`config.mk`:
```
export PLATFORM = sky130hd
export DESIGN_NAME = change_dispenser
export DESIGN_NICKNAME = d
export VERILOG_FILES = /design/src/rtl/vm_pkg.sv /design/src/rtl/coin_selector.sv /design/src/rtl/change_dispenser.sv
export SDC_FILE = /design/constraint.sdc
export NUM_CORES = 1
export LEC_CHECK = 0
export ABC_AREA = 1
export CORE_ASPECT_RATIO = 0.6
export CORE_UTILIZATION = 50
export CTS_BUF_LIST = sky130_fd_sc_hd__clkbuf_8
export CTS_CLUSTER_SIZE = 24
export DETAILED_ROUTE_END_ITERATION = 6
export PLACE_DENSITY_LB_ADDON = 0.3
export SLEW_MARGIN = 20
export SYNTH_ARGS = -nofsm -noshare
export SYNTH_HDL_FRONTEND = slang
export SYNTH_SLANG_ARGS = --single-unit
```
`constraint.sdc`:
```
create_clock -name clk -period 2.97 [get_ports clk]
set_clock_uncertainty 0.2 [all_clocks]
set_input_delay 0.891 -clock clk [delete_from_list [all_inputs] [get_ports clk]]
set_output_delay 0.891 -clock clk [all_outputs]
set_load 0.01 [all_outputs]
```
`src/rtl/vm_pkg.sv`:
```
// Types and constants shared by the vending machine datapath: controller states,
// coin select codes and the default coin values the credit/ALU side also uses.
package vm_pkg;

    typedef enum logic [2:0] {
        IDLE,
        SELECT,
        ISSUE,
        GAP,
        DONE
    } state_t;

    localparam logic [1:0] COIN_S = 2'd0;
    localparam logic [1:0] COIN_M = 2'd1;
    localparam logic [1:0] COIN_L = 2'd2;

    localparam int DENOM_L_DEFAULT = 50;
    localparam int DENOM_M_DEFAULT = 10;
    localparam int DENOM_S_DEFAULT = 1;

endpackage

```
`src/rtl/coin_selector.sv`:
```
// Greedy denomination picker: the largest coin not exceeding the balance.
// Purely combinational, so the display logic can reuse it to preview change.
module coin_selector
    import vm_pkg::*;
#(
    parameter int WIDTH   = 8,
    parameter int DENOM_L = DENOM_L_DEFAULT,
    parameter int DENOM_M = DENOM_M_DEFAULT,
    parameter int DENOM_S = DENOM_S_DEFAULT
) (
    input  logic [WIDTH-1:0] remaining,
    output logic [1:0]       coin_sel,
    output logic [WIDTH-1:0] denom
);

    localparam logic [WIDTH-1:0] L_VAL = WIDTH'(DENOM_L);
    localparam logic [WIDTH-1:0] M_VAL = WIDTH'(DENOM_M);
    localparam logic [WIDTH-1:0] S_VAL = WIDTH'(DENOM_S);

    always_comb begin
        // NOTE: defaults first so every path assigns both outputs and no latch is inferred.
        coin_sel = COIN_S;
        denom    = S_VAL;
        if (remaining >= L_VAL) begin
            coin_sel = COIN_L;
            denom    = L_VAL;
        end else if (remaining >= M_VAL) begin
            coin_sel = COIN_M;
            denom    = M_VAL;
        end
    end

endmodule

```
`src/rtl/change_dispenser.sv`:
```
// Change-return engine: decomposes a balance greedily into coins and hands them
// one at a time to the coin ejector over a valid/ready handshake.
module change_dispenser
    import vm_pkg::*;
#(
    parameter int WIDTH      = 8,
    parameter int DENOM_L    = DENOM_L_DEFAULT,
    parameter int DENOM_M    = DENOM_M_DEFAULT,
    parameter int DENOM_S    = DENOM_S_DEFAULT,
    parameter int GAP_CYCLES = 1
) (
    input  logic             clk,
    input  logic             rst,
    input  logic             start,
    input  logic [WIDTH-1:0] input_amount,
    input  logic             coin_ready,
    output logic             coin_valid,
    output logic [1:0]       coin_sel,
    output logic             busy,
    output logic             done,
    output logic [WIDTH-1:0] remaining,
    output logic [WIDTH-1:0] coins_dispensed
);

    localparam logic [3:0] GAP_LOAD = (GAP_CYCLES == 0) ? 4'd0 : 4'(GAP_CYCLES - 1);

    state_t           state;
    logic [3:0]       gap_cnt;
    logic [1:0]       sel_code;
    logic [WIDTH-1:0] sel_value;

    // remaining is frozen from SELECT through acceptance, so sel_value always
    // matches the registered coin_sel while the coin is pending.
    coin_selector #(
        .WIDTH   (WIDTH),
        .DENOM_L (DENOM_L),
        .DENOM_M (DENOM_M),
        .DENOM_S (DENOM_S)
    ) u_coin_selector (
        .remaining (remaining),
        .coin_sel  (sel_code),
        .denom     (sel_value)
    );

    // NOTE: all state is updated with non-blocking assignments so every register
    // samples the pre-edge values, independent of statement order.
    always_ff @(posedge clk) begin
        if (rst) begin
            state           <= IDLE;
            gap_cnt         <= '0;
            coin_valid      <= 1'b0;
            coin_sel        <= COIN_S;
            busy            <= 1'b0;
            done            <= 1'b0;
            remaining       <= '0;
            coins_dispensed <= '0;
        end else begin
            done <= 1'b0;
            case (state)
                IDLE: begin
                    if (start) begin
                        remaining       <= input_amount;
                        coins_dispensed <= '0;
                        busy            <= 1'b1;
                        if (input_amount == '0) begin
                            state <= DONE;
                            done  <= 1'b1;
                        end else begin
                            state <= SELECT;
                        end
                    end
                end
                SELECT: begin
                    coin_sel   <= sel_code;
                    coin_valid <= 1'b1;
                    state      <= ISSUE;
                end
                ISSUE: begin
                    if (coin_ready) begin
                        remaining       <= remaining - sel_value;
                        coins_dispensed <= coins_dispensed + WIDTH'(1);
                        coin_valid      <= 1'b0;
                        if (GAP_CYCLES > 0) begin
                            gap_cnt <= GAP_LOAD;
                            state   <= GAP;
                        end else if (remaining == sel_value) begin
                            state <= DONE;
                            done  <= 1'b1;
                        end else begin
                            state <= SELECT;
                        end
                    end
                end
                GAP: begin
                    if (gap_cnt == '0) begin
                        if (remaining == '0) begin
                            state <= DONE;
                            done  <= 1'b1;
                        end else begin
                            state <= SELECT;
                        end
                    end else begin
                        gap_cnt <= gap_cnt - 4'd1;
                    end
                end
                DONE: begin
                    busy  <= 1'b0;
                    state <= IDLE;
                end
                default: state <= IDLE;
            endcase
        end
    end

endmodule

```
# Word level (Yosys, flattened, before mapping)
# Index checks and enable logic that the tools add are counted.
# word_totals
regBits	28
in_bits	12
out_inout_bits	21
word_cells	62
# classes
addsub	3
magnitude_cmp	2
eq_ne	8
n_mux	28
reduce_logical	13
# ops
operator	count
8-bit 2-to-1 mux	5
8-bit case mux with 2 select lines	2
8-bit zero test	2
3-bit 2-to-1 mux	5
4-bit 2-to-1 mux	3
3-bit case mux with 4 select lines	1
3-bit AND reduction	3
8-bit by 1-bit adder with 8-bit output (second input constant)	1
8-bit by 4-bit >= comparator with 1-bit output (second input constant)	1
8-bit by 6-bit >= comparator with 1-bit output (second input constant)	1
2-bit inequality test (second input constant)	4
4-bit case mux with 2 select lines	1
2-bit nonzero test	4
8-bit subtractor	1
1-bit 2-to-1 mux	7
3-bit by 2-bit == test with 1-bit output (second input constant)	2
1-bit case mux with 2 select lines	3
4-bit zero test	1
2-bit AND reduction	2
4-bit by 1-bit subtractor with 4-bit output (second input constant)	1
3-bit by 1-bit == test with 1-bit output (second input constant)	1
3-bit == test (second input constant)	1
3-bit zero test	1
2-bit 2-to-1 mux	1

# Logic depth before layout (Yosys ltp)
# Gate-level depths: netlist of run 1.
# depth
ltp_word	6
ltp_mapped	13
ltp_nobuf	13

# Hierarchy
# Synthesis of run 1 repeated with hierarchy kept, for this count alone.
# hier_totals
cells_unflattened	271
area_unflattened_um2	1830.5
# modules_own_cells
module	n_inst	cells_per_inst	area_each_um2	seq_area_each_um2
change_dispenser	1	250	1714.1	560.5
coin_selector	1	21	116.4	0.0

# Worst setup path before layout of run 1
# OpenSTA, ideal clock, no wires.
# synth_path
kind	register -> register
start	register remaining[7]
end	register remaining[4]
setup_time_ns	0.056
arrival_ns	1.925
required_time_ns	2.714
path_slack_ns	0.789
stages_incl_launch_ff	14
n_path_buf	0
period_less_slack_ns	2.181
cell_sequence	dfxtp_1 > nor2_1 > nand2_1 > nor2_1 > ha_1 > inv_1 > fa_1 > nor2_1 > o21ai_0 > nand2_1 > nand3_1 > nand3_1 > nand2_1 > inv_1
# synth_via
elab_chain_cells	6
word_cells_on_any_way	7
cone_classes	add/sub: 1; order compare: 2; mux: 4
# synth_lines
item	line	text
from (decl)	change_dispenser.sv:21	output logic [WIDTH-1:0] remaining,
from (signal assigned)	change_dispenser.sv:62	remaining <= input_amount;
from (signal assigned)	change_dispenser.sv:80	remaining <= remaining - sel_value;
8-bit by 4-bit >= comparator with 1-bit output	coin_selector.sv:27	end else if (remaining >= M_VAL) begin
4-bit 2-to-1 mux	coin_selector.sv:27	
8-bit 2-to-1 mux (*)	coin_selector.sv:24	if (remaining >= L_VAL) begin
8-bit subtractor (*)	change_dispenser.sv:80	
8-bit 2-to-1 mux (*)	change_dispenser.sv:79	if (coin_ready) begin
8-bit case mux with 2 select lines (*)	change_dispenser.sv:59	case (state)
# Every way passes the cells marked *; elsewhere a longest branch is shown, timed or not. The select of a mux whose other input is x is not followed.
# A chain may end at the register's enable or synchronous reset.

# Final worst setup path of run 1
# layout_path
start	register remaining[7]
end	register remaining[6]
# Same word-level chain as after synthesis.

==> reports/qor.yml, run 1 <==
cts_buffers: 3
r2r_start: "remaining[7]$_SDFFE_PP0P_"
cts_tree: "done"
hold_path.class: "reg2reg"
vias: 1857
endpoint_kind: "flip-flop"
syn-num-nets: 294
grt_first_pass_wirelength_um: 7493
p_per_area_nw_per_um2: 881.0
worstHoldPathCells: 2
numPortBuffers: 32
ys.flop_type: "dfxtp_1"
ys_warn_count: 0
dr.pass1.iters: 5
grt_pass1_vias: 1648
synth_seq_cells: 28
netlist_instances: 273
layout_commonest_cell: "nand2_1"
hold_viol_final: 0
tightest_slew_ns: 0.5059
ant_nets: 0
mostFrequentLayoutCells: "nand2_1 (70), inv_1 (38), clkdlybuf4s50_1 (32)"
vdd_drop_max_v: 0.0004558
maxCapViolations: 0
diodes: 0
totalWireLength_um: 4543
required_ns: 3.00
critPathKind: "reg2reg"
setup_viol: 0
postSynth.asyncResetShare_pct: 0
maxSlewViolCount: 0
achievable-frequency_mhz: 387.5
min_from: "gap_cnt[0]$_SDFFE_PP0P_"
worstReg2RegEnd: "remaining[6]$_SDFFE_PP0P_"
p_leak_nw: 0.9892
slowest_delay_ns: 0.45
ys_seq_area_share_pct: 30.68
nNetsFinal: 329
ys_types: 35
dp_hpwl_um: 3451
cp_max_fo: 6
pin_count: 33
slowest_stage: "ha_1"
htree_levels: 1
core_um2: 3363
grt_overflow_total: 0
dp_cells: 348
rr_worst_depth: 11
arrival_ns: 2.61
cts_resized: 0
synth_edf_count: 0
clockBufferDepth: 2
drive_gt1_share_pct: 8.795
rows: 16
gp_congestion: 0.8979
final.setup.tns_ns: 0
instances_no_fill: 352
die_x_um: 80.04
drc: 0
drt-vias-per-instance: 5.276
final_core_util_pct: 66.67
root_buffer: "clkbuf_8"
clock_sinks: 28
cts_setup_buffers: 0
clkLatencyLatePin_ns: 0.29
area_growth_pct: 22.74
syn-cell-area_um2: 1827
avgRoutedWirePerCell_um: 12.91
cts_hold_buf: 0
drt_iter0_markers: 118
clkTransAtPathRegs_ns: 0.10
critPathLaunchType: "flip-flop"
reg2reg_slack_ns: 0.39
grt_setup_unrepaired: "false"
antenna_found_initial: 0
die_area_um2: 3907
min_period_ns: 2.581
dieHeight_um: 48.82
synth.avg_cell_area_um2: 6.691
maxSlewHeadroom_pct: 66.24
start_util_pct: 54.32
status: "finished clean"
grt_max_degree: 19
track_usage_pct: 25.01
critical_path.cell_chain: "nor2_1 -> inv_1 -> a31oi_1 -> o21ai_0 -> ha_1 -> inv_1 -> nor2_1 -> nand3_1 -> nand4_1 -> nand3_1 -> a21oi_2"
finalCritPeriodShare_pct: 86.90
min_to: "gap_cnt[0]$_SDFFE_PP0P_"
timing.hold.ws_ns: 0.2687
routing by layer:
layer  global-route usage (%)  vias to the layer above  routed length, um
li1                         -                      951                  -
met1                    35.47                      810               2236
met2                    36.75                       80               1808
met3                    6.729                       16                370
met4                    8.036                        0                128
met5                        0                        -                  0
power by group:
part / switching, mW / total [mW] / internal [mW] / leakage, nW
registers: 0.0957 / 0.549 / 0.453 / 0.229
clock network: 0.128 / 0.247 / 0.119 / 0.0288
logic: 0.724 / 1.18 / 0.456 / 0.732
total: 0.947 / 1.98 / 1.03 / 0.989
worst max path at each step:
stage / slack [ns] / end / start / cells after the start
after global placement: 0.46 / remaining[6]$_SDFFE_PP0P_ / remaining[2]$_SDFFE_PP0P_ / 12
after global routing: 0.11 / remaining[4]$_SDFFE_PP0P_ / remaining[2]$_SDFFE_PP0P_ / 12
after CTS: 0.44 / remaining[6]$_SDFFE_PP0P_ / remaining[2]$_SDFFE_PP0P_ / 11
after floorplan: 0.79 / remaining[4]$_SDFFE_PP0P_ / remaining[7]$_SDFFE_PP0P_ / 13
final: 0.39 / remaining[6]$_SDFFE_PP0P_ / remaining[7]$_SDFFE_PP0P_ / 11
after detailed placement: 0.47 / remaining[4]$_SDFFE_PP0P_ / remaining[2]$_SDFFE_PP0P_ / 12
cells by family after synthesis:
kind of cell / share of synthesized area [%]
adders and majority gates: 6.576
DFF: 30.69
xor gates and xnor gates: 0.9591
and+or+nand+nor: 34.73
buffers and inverters: 10.07
AOI/OAI and AO/OA: 16.99
cell type report:
class / count / area [um^2]
Fill cell: 294 / 1121
Multi-Input combinational cell: 201 / 1082
Sequential cell: 28 / 560.5
Timing Repair Buffer: 34 / 335.3
Inverter: 40 / 152.6
Tap cell: 45 / 56.30
Clock buffer: 4 / 55.05
synth_stat cells (3+ instances only):
cell type | number | area (um^2)
o21ai_0 | 16 | 80.08
dfxtp_1 | 28 | 560.5
nor3_1 | 3 | 15.01
o21ai_1 | 7 | 35.03
nand2_1 | 70 | 262.8
nand3_1 | 18 | 90.09
nor2_1 | 26 | 97.59
inv_1 | 38 | 142.6
a21oi_2 | 6 | 52.55
nand4_1 | 3 | 18.77
a21oi_1 | 20 | 100.1
nand2_2 | 3 | 18.77
ha_1 | 8 | 100.1
critical path: cells and delay by family (launching register included):
kind	cells	cell delay, ns
buffers and inverters	2	0.17
flip-flops	1	0.37
AND/OR/NAND/NOR	5	0.63
adder cells (fa/ha/maj)	1	0.45
AO/OA/AOI/OAI	3	0.71
through the flow:
step | total power [mW] | worst slack (ns) | area (um^2)
after global placement | 1.678 | 0.4597 | 2187
after detailed placement | 1.707 | 0.4666 | 2187
final | 1.975 | 0.3892 | 2242
after CTS | 1.961 | 0.4416 | 2242
after global routing | 2.147 | 0.1111 | 2242
after floorplan | 1.388 | 0.7894 | 1827
state kept, by name, indices dropped and copies added, names as in the netlist:
signal and flops:
busy 1, coin_sel 2, coin_valid 1, coins_dispensed 8
done 1, gap_cnt 4, remaining 8, state 3
(Power assumes the default switching activity.)
==> inputs of run 2 (changes only) <==
--- a/config.mk
+++ b/config.mk
@@ -13,3 +13,3 @@
 export DETAILED_ROUTE_END_ITERATION = 6
-export PLACE_DENSITY_LB_ADDON = 0.3
+export PLACE_DENSITY = 0.77
 export SLEW_MARGIN = 20
==> constraint.sdc (replaced) <==
create_clock -name clk -period 2.97 [get_ports clk]
set_clock_uncertainty 0.2 [all_clocks]
set_input_delay 0.594 -clock clk [delete_from_list [all_inputs] [get_ports clk]]
set_output_delay 0.594 -clock clk [all_outputs]
set_load 0.01 [all_outputs]
==> run 2 against run 1 <==
Net effect:
- clock-buffer cell count is the same
- design area shrank 0.33%
- critical path depth unchanged
- highest routed layer unchanged
- largest power group unchanged
- non-clock buffer count fell by 1
- register-to-register slack lost 0.06 ns
- die area unchanged
- largest cell class unchanged
- fmax fell by 2.1%
==> reports/qor.yml, run 2 (synthesis gave the netlist of run 1 again) <==
achievable-frequency_mhz: 379.3
numPortBuffers: 32
dp_cells: 347
vias: 1900
root_buffer: "clkbuf_8"
route.met2.wl_um: 1779
arrival_ns: 2.66
mostFrequentLayoutCells: "nand2_1 (70), inv_1 (38), clkdlybuf4s50_1 (32)"
layout_commonest_cell: "nand2_1"
core_um2: 3363
dp_hpwl_um: 3409
drt-vias-per-instance: 5.413
critPathKind: "reg2reg"
pin_count: 33
status: "finished clean"
clockBufferDepth: 2
final.setup.tns_ns: 0
critPathLaunchType: "flip-flop"
vdd_drop_max_v: 0.0004677
largestRegisters: "coins_dispensed x8, remaining x8, gap_cnt x4"
setup_viol: 0
drc: 0
wl_met1_um: 2415
start_util_pct: 54.32
diodes: 0
met3RoutedLength_um: 347
die_area_um2: 3907
endpoint_kind: "flip-flop"
area_growth_pct: 22.33
grt_overflow_total: 0
avgRoutedWirePerCell_um: 13.04
drive_gt1_share_pct: 8.497
cts_resized: 0
track_usage_pct: 24.62
hold_viol_final: 0
maxSlewViolCount: 0
cts_hold_buf: 0
hold_path.class: "reg2reg"
tightest_slew_ns: 0.5192
ant_nets: 0
totalWireLength_um: 4577
grt_setup_unrepaired: "false"
clkLatencyLatePin_ns: 0.28
required_ns: 2.99
dieHeight_um: 48.82
maxCapViolations: 0
drt_iter0_markers: 154
clock_sinks: 28
maxSlewHeadroom_pct: 65.35
cts_setup_buffers: 0
die_x_um: 80.04
gp_congestion: 0.8285
p_per_area_nw_per_um2: 881.0
dr.pass1.iters: 5
instances_no_fill: 351
highest_layer: "met4"
finalCritPeriodShare_pct: 88.78
grt_pass1_vias: 1658
cp_max_fo: 6
timing.hold.ws_ns: 0.2662
cts_tree: "done"
antenna_found_initial: 0
grt_first_pass_wirelength_um: 7548
clkTransAtPathRegs_ns: 0.10
grt_max_degree: 19
htree_levels: 1
p_leak_nw: 0.9840
min_period_ns: 2.637
cts_buffers: 3
nNetsFinal: 328
rows: 16
-- run 2: cell count changes in the layout (fill, tap and decap cells not counted), sizes merged --
cell / previous run / this run
buf: 2 / 1
-- run 2: cell type report --
class	count	area (um^2)
Tap cell	45	56.30
Sequential cell	28	560.5
Inverter	40	152.6
Timing Repair Buffer	33	327.8
Multi-Input combinational cell	201	1082
Clock buffer	4	55.05
Fill cell	299	1129
-- run 2: power by group --
| part | switching (mW) | leakage, nW | internal (mW) |
|---|---|---|---|
| Combinational | 0.725 | 0.726 | 0.450 |
| Clock | 0.120 | 0.0288 | 0.119 |
| Sequential | 0.101 | 0.229 | 0.453 |
| Total | 0.946 | 0.984 | 1.02 |
-- run 2: final timing paths --
| path | startpoint | end | slack, ns | cells after the start |
|---|---|---|---|---|
| setup / recovery | remaining[7]$_SDFFE_PP0P_ | remaining[6]$_SDFFE_PP0P_ | 0.33 | 11 |
| hold / removal | gap_cnt[0]$_SDFFE_PP0P_ | gap_cnt[0]$_SDFFE_PP0P_ | 0.27 | 2 |
| setup reg to reg | remaining[7]$_SDFFE_PP0P_ | remaining[6]$_SDFFE_PP0P_ | 0.33 | 11 |
| hold reg to reg | gap_cnt[0]$_SDFFE_PP0P_ | gap_cnt[0]$_SDFFE_PP0P_ | 0.27 | 2 |
-- run 2: critical path, stage by stage, from the launching register on --
cell and delay (ns):
dfxtp_1 0.36, nor2_1 0.25, inv_1 0.07, a31oi_1 0.36
o21ai_0 0.27, ha_1 0.44, inv_1 0.09, nor2_1 0.10
nand3_1 0.11, nand4_1 0.10, nand3_1 0.10, a21oi_2 0.13
-- run 2: per-layer routing --
metal,up-vias,global-route usage (%)
met3,6,4.673
met2,87,33.33
met1,855,39.81
met4,0,4.464
li1,952,-
met5,-,0
-- run 2: metrics by stage --
stage | area (um^2) | setup slack (ns) | power [mW] | util, %
after global routing | 2235 | 0.1257 | 2.146 | 66.44
after global placement | 2180 | 0.4946 | 1.677 | 64.81
after CTS | 2235 | 0.3803 | 1.954 | 66.44
after detailed placement | 2180 | 0.4034 | 1.707 | 64.81
after floorplan | 1827 | 0.7894 | 1.388 | -
final | 2235 | 0.3333 | 1.969 | 66.44
